**config.mk**
```make
export PLATFORM = sky130hd
export DESIGN_NAME = if_stage
export DESIGN_NICKNAME = d
export VERILOG_FILES = /design/src/rtl/if_stage_pkg.sv /design/src/rtl/if_stage_if_id.sv /design/src/rtl/if_stage.sv
export SDC_FILE = /design/constraint.sdc
export NUM_CORES = 1
export LEC_CHECK = 0
export ABC_CLOCK_PERIOD_IN_PS = 4600
export CAP_MARGIN = 0
export CELL_PAD_IN_SITES_DETAIL_PLACEMENT = 0
export CELL_PAD_IN_SITES_GLOBAL_PLACEMENT = 1
export CORE_MARGIN = 3
export CORE_UTILIZATION = 48
export CTS_CLUSTER_DIAMETER = 100
export DETAILED_ROUTE_END_ITERATION = 10
export DONT_BUFFER_PORTS = 1
export GPL_TIMING_DRIVEN = 0
export HOLD_SLACK_MARGIN = 0.12
export PLACE_DENSITY = 0.86
export RECOVER_POWER = 25
export SETUP_SLACK_MARGIN = 0.05
export SYNTH_ARGS = -nofsm -noshare
export SYNTH_HDL_FRONTEND = slang
export SYNTH_SLANG_ARGS = --single-unit
```
**constraint.sdc**
```tcl
create_clock -name clk -period 4.6 [get_ports clk]
set_input_delay 0.69 -clock clk [delete_from_list [all_inputs] [get_ports clk]]
set_output_delay 0.69 -clock clk [all_outputs]
set_load 0.02 [all_outputs]
```
**src/rtl/if_stage_pkg.sv**
```systemverilog
// if_stage_pkg: shared widths, control encodings and fetch FSM states for the IF stage
package if_stage_pkg;
  localparam int INST_ADDR_W = 32;
  localparam int INST_W = 32;
  localparam logic [INST_W-1:0] ZERO_WORD = '0;
  localparam logic CHIP_ENABLE = 1'b1;
  localparam logic CHIP_DISABLE = 1'b0;
  localparam logic RST_ENABLE = 1'b1;
  localparam logic STOP = 1'b1;
  localparam logic NO_STOP = 1'b0;
  typedef enum logic {IDLE, FETCH} fetch_state_e;
  function automatic logic [INST_ADDR_W-1:0] seq_pc(input logic [INST_ADDR_W-1:0] pc);
    return pc + INST_ADDR_W'(4);
  endfunction
endpackage

```
**src/rtl/if_stage_if_id.sv**
```systemverilog
// if_id: IF/ID pipeline register with bubble insertion and misaligned-fetch flagging
module if_id
  import if_stage_pkg::*;
(
  input  logic                   clk,
  input  logic                   rst,
  input  logic                   flush,
  input  logic [5:0]             stall,
  input  logic                   ce,
  input  logic [INST_ADDR_W-1:0] pc,
  input  logic [INST_W-1:0]      inst,
  output logic [INST_ADDR_W-1:0] id_pc,
  output logic [INST_W-1:0]      id_inst,
  output logic                   id_adel
);
  logic unused_stall;
  logic bubble;
  logic aligned;
  assign unused_stall = ^{stall[5:3], stall[0]};
  assign bubble = rst == RST_ENABLE || flush || (stall[1] == STOP && stall[2] == NO_STOP);
  assign aligned = pc[1:0] == 2'b00;
  always_ff @(posedge clk) begin
    if (bubble) begin
      id_pc <= '0;
      id_inst <= ZERO_WORD;
      id_adel <= 1'b0;
    end else if (stall[1] == NO_STOP) begin
      id_pc <= pc;
      id_inst <= (ce == CHIP_ENABLE && aligned) ? inst : ZERO_WORD;
      id_adel <= ce == CHIP_ENABLE && !aligned;
    end
  end
endmodule

```
**src/rtl/if_stage.sv**
```systemverilog
// if_stage: PC generation and fetch FSM feeding the IF/ID register
module if_stage
  import if_stage_pkg::*;
#(
  parameter logic [INST_ADDR_W-1:0] RESET_PC = 32'h0000_0000
) (
  input  logic                   clk,
  input  logic                   rst,
  input  logic [5:0]             stall,
  input  logic                   flush,
  input  logic [INST_ADDR_W-1:0] new_pc,
  input  logic                   branch_flag_i,
  input  logic [INST_ADDR_W-1:0] branch_target_address_i,
  input  logic [INST_W-1:0]      inst_i,
  output logic [INST_ADDR_W-1:0] pc,
  output logic                   ce,
  output logic [INST_ADDR_W-1:0] id_pc,
  output logic [INST_W-1:0]      id_inst,
  output logic                   id_adel
);
  fetch_state_e state, state_nxt;
  logic [INST_ADDR_W-1:0] pc_nxt;
  always_ff @(posedge clk) begin
    if (rst == RST_ENABLE) begin
      state <= IDLE;
      pc <= RESET_PC;
    end else begin
      state <= state_nxt;
      pc <= pc_nxt;
    end
  end
  // IDLE keeps pc at RESET_PC so the first FETCH cycle presents it
  always_comb begin
    state_nxt = FETCH;
    ce = state == FETCH ? CHIP_ENABLE : CHIP_DISABLE;
    pc_nxt = state == IDLE ? RESET_PC
           : flush ? new_pc
           : stall[0] == STOP ? pc
           : branch_flag_i ? branch_target_address_i
           : seq_pc(pc);
  end
  if_id u_if_id (
    .clk(clk),
    .rst(rst),
    .flush(flush),
    .stall(stall),
    .ce(ce),
    .pc(pc),
    .inst(inst_i),
    .id_pc(id_pc),
    .id_inst(id_inst),
    .id_adel(id_adel)
  );
endmodule

```
Yosys cells after proc, flatten, opt, wreduce, memory -nomap -nowiden
Cells that the tools add are included.
Storage, ports and cells
  register bits after elaboration: 98
Operators by class
  add/subtract/negate cells: 1
  eq/ne operators: 1
  muxes and demuxes: 6
  bitwise operators: 2
  reductions and logical operators: 8
Operators with widths (count)
  $mux W32: 4
  $add A32 B3 Y32 const B: 1
  $logic_and A1 B1 Y1: 3
  $logic_not A2 Y1: 1
  $logic_or A1 B1 Y1: 2
  $mux W1: 2
  $ne A2 B1 Y1 const B: 1
  $not A1 Y1: 2
  $reduce_or A2 Y1: 1
  $logic_not A1 Y1: 1

Depth between registers and ports, before layout
  word-level depth: 4
  depth in mapped cells: 7
  depth with buffers taken out: 6

By module
A second synthesis with hierarchy kept.
Unflattened totals
  cells, all modules: 552
  area, all modules: 4664.5 µm²
Modules (own cells, without submodules)
  if_stage: instances 1, cells each 335, area each 2399.8 µm², sequential area each 660.6 µm²
  if_id: instances 1, cells each 217, area each 2264.7 µm², sequential area each 1301.2 µm²

Least setup slack after synthesis
OpenSTA, ideal clock, no wires.
  path kind: input to register
  from: input port stall[1]
  to: register u_if_id.id_pc[14]
  library setup time: 0.128 ns
  arrival time: 1.964 ns
  required time: 4.472 ns
  path slack: 2.509 ns
  stages on the path: 5
  path through: clkbuf_1 > clkbuf_1 > buf_1 > mux2i_1 > nor2_1
On the way
  longest elaborated chain between the ends: 2
RTL lines
  start, declared: RTL line if_stage.sv:9  | input logic [5:0] stall,
  $logic_and A1 B1 Y1: RTL line if_stage_if_id.sv:20  | assign bubble = rst == RST_ENABLE || flush || (stall[1] == STOP && stall[2] == NO_STOP);
  $logic_or A1 B1 Y1: RTL line if_stage_if_id.sv:20
  end signal, assigned: RTL line if_stage_if_id.sv:28  | id_pc <= pc;
  end, declared: RTL line if_stage_if_id.sv:12  | output logic [INST_ADDR_W-1:0] id_pc,
Several ways; a longest one is shown, not always the timed one.
A chain may end at the register's enable or synchronous reset.

Worst setup path after layout
  from: register pc[2]
  to: register pc[30]
On the way
  longest elaborated chain between the ends: 4
RTL lines
  start, declared: RTL line if_stage.sv:15  | output logic [INST_ADDR_W-1:0] pc,
  start signal, assigned: RTL line if_stage.sv:29  | pc <= pc_nxt;
  $add A32 B3 Y32: RTL line if_stage_pkg.sv:13  | return pc + INST_ADDR_W'(4);
  $mux W32: RTL line if_stage.sv:39  | : branch_flag_i ? branch_target_address_i
  $mux W32: RTL line if_stage.sv:38  | : stall[0] == STOP ? pc
  $mux W32: RTL line if_stage.sv:37  | : flush ? new_pc
Every way passes these cells. The select of a mux whose other input is x is not followed.

==> impl_results.md <==
* Status: finished, final reports clean
* Filler Cell Count at 910
* Leakage Power at 1.778 nW
* Synth warn at 0
* Crit share post-route at 55.47%
* Post-route cell area at 4981 um2
* CTS tree: yes
* Min Tclk post-route at roughly 2.6 ns
* Total global-route track usage at 27.33%
* Setup Buffers After CTS at 0
* Post-cts sizing count at 0
* First-pass GRT wire length at roughly 24 mm
* Hold Fails Final Rpt at 0
* Antenna Cells at 0
* Vias at 4,335
* Drt drc at 0
* Crit Path Category: reg2reg
* DP Area at about 4800 um2
* DRT iter0 DRCs at 346
* Worst IR drop on VDD at 0.1805 mV
* FMAX at roughly 0.4 GHz
* Initial antenna violation count at 0
* # H-tree levels at 3
* Drt first pass iters at 6
* Netlist cell types at 59
* Synthesis-to-layout area growth at 7.276%
* Unrepaired setup endpoints after global routing: no
* Post-Route WL at about 15 mm
* GP Congestion at between 0.9 and 1
* Core region area at 9328 um2
* Slew Viols, Final at 0
* Routed Antenna Nets at 0
* Worst-Skew Late Latency at 0.37 ns
* Mean Syn Cell Area at 8.535 um2
* Port Buffer Count at 0
* Setup TNS at 0 ns
* HP Class: in2reg
* Largest net degree at the start of global routing at 18
* # rows at 35
* Synth Instances at between 500 and 600
* I/O pin count at 204
* Root buffer cell: clkbuf_8
* #FFs+latches synth at 98
* NumNets Final at 662
* Hold_buf cts at 0
* Critical path peak fanout at 8
* CP Launch Type: flop
* CP required at between 4 and 5 ns
* Synth Cell Area at around 4600 um2
* Die Ht at 104.4 um
* Reg clk slew, reported paths at 0.10 ns
* MaxCap Viol Count at 0
* Vias in the first global route at approximately 4,300
* Async SR Flop Fraction at 0%
* Total gr overflow at 0
* Clock Path Buffers at 2
* Final setup viols at 0
* Final non-filler cell total at 689
* Die width at between 100 and 150 um
* Detailed Place HPWL at 11.58 mm
* Post-synth EDFFs at 0
* Rel. slew slack at 36.58%
* Commonest non-fill, non-tap cell in the layout: nor2_1
* Part of the Yosys area used for sequential elements at a little over two fifths
* Crit. End Element: flop
* Predominant post-synthesis flop cell: dfxtp_1
* Pwr dens at about 330 nW/um2
* Die area at 10,890 um2
* Clock Sinks at 98
* Placed Cells at 673
* Initial Util at between 40% and 50%
* Vias per cell at 6.292
* Layout cell share with drive strength beyond 1 at 7.857%
* Clk_skew at 0.01781 ns
* Synthesized Nets at about 650
* Arr. time, crit path at 2.80 ns
* Worst slew pin tran at 0.9381 ns
* Routed WL per cell at between 20 and 25 um
* Num CTS Buffers at 9
* Most frequent cells in the layout: nor2_1, dfxtp_1, mux2i_1
-- report_power, final --
part	switching (mW)	internal, mW	total (mW)
clock	0.319	0.203	0.522
combinational	0.110	0.0655	0.176
sequential	0.0565	0.869	0.925
total	0.486	1.14	1.62
-- worst max-delay path: stages, from the launching register on --
cell and delay (ns):
dfxtp_1 0.64, ha_1 0.31, and3_1 0.20, nand3_1 0.28
nor4_1 0.68, a41o_1 0.27, nor2_1 0.05
-- cells in the mapped netlist (9+ instances only) --
master	count	share of area [%]
a21oi_1	18	1.9
a22oi_1	32	5.2
clkbuf_1	27	2.2
dfxtp_1	98	42
mux2i_1	39	8.4
nand2_1	25	2.0
nand3_1	13	1.4
nor2_1	100	8.1
nor3_1	14	1.5
nor4_1	9	1.2
o211ai_1	11	1.8
o21ai_0	33	3.6
o22ai_1	9	1.2
-- layer usage --
metal	share of wire, %	vias up	global-route usage, %
li1	-	2012	-
met4	2.3	0	10.83
met1	40	2069	32.66
met3	9.4	21	7.697
met5	0	-	0
met2	48	233	46.22
-- registers in the layout, summed over array words and instances (netlist names) --
| signal | cells |
|---|---|
| pc | 32 |
| u_if_id.id_inst | 32 |
| u_if_id.id_pc | 32 |
| state | 1 |
| u_if_id.id_adel | 1 |
-- worst paths after layout --
path	start	end	depth (start not counted)	slack, ns
max	pc[2]	pc[30]	6	2.05
min	rst	state	1	0.41
max reg2reg	pc[2]	pc[30]	6	2.05
min reg2reg	u_if_id.id_pc[16]	u_if_id.id_pc[16]	2	0.62
-- cell type report --
type	instances	area (um2)	area share (%)
buffer	43	207.7	4.170
clock inverter	6	48.80	0.9797
clock buffer	10	127.6	2.562
inverter	9	33.78	0.6782
multi-input combinational	394	2440	48.98
tap	129	161.4	3.240
sequential	98	1962	39.39
-- logic make-up after synthesis --
group,Yosys count,share of synthesized area [%]
and+or+nand+nor,211,22.99
AOI/OAI and AO/OA,141,20.45
DFF,98,42.25
buffers and inverters,52,5.201
muxes,40,8.650
xor gates and xnor gates,1,0.1887
adders and majority gates,1,0.2694
-- per-stage QoR --
step	utilization [%]	setup slack, ns	power [mW]	hold WS, ns
2_1_floorplan	-	2.509	1.065	0.5904
3_3_place_gp	51.51	2.047	1.114	0.6068
3_5_place_dp	51.51	2.015	1.118	0.6131
4_1_cts	53.40	2.156	1.629	0.3965
5_1_grt	53.40	1.968	1.688	0.4054
6_report	53.40	2.048	1.623	0.4085
(Power assumes the default switching activity.)
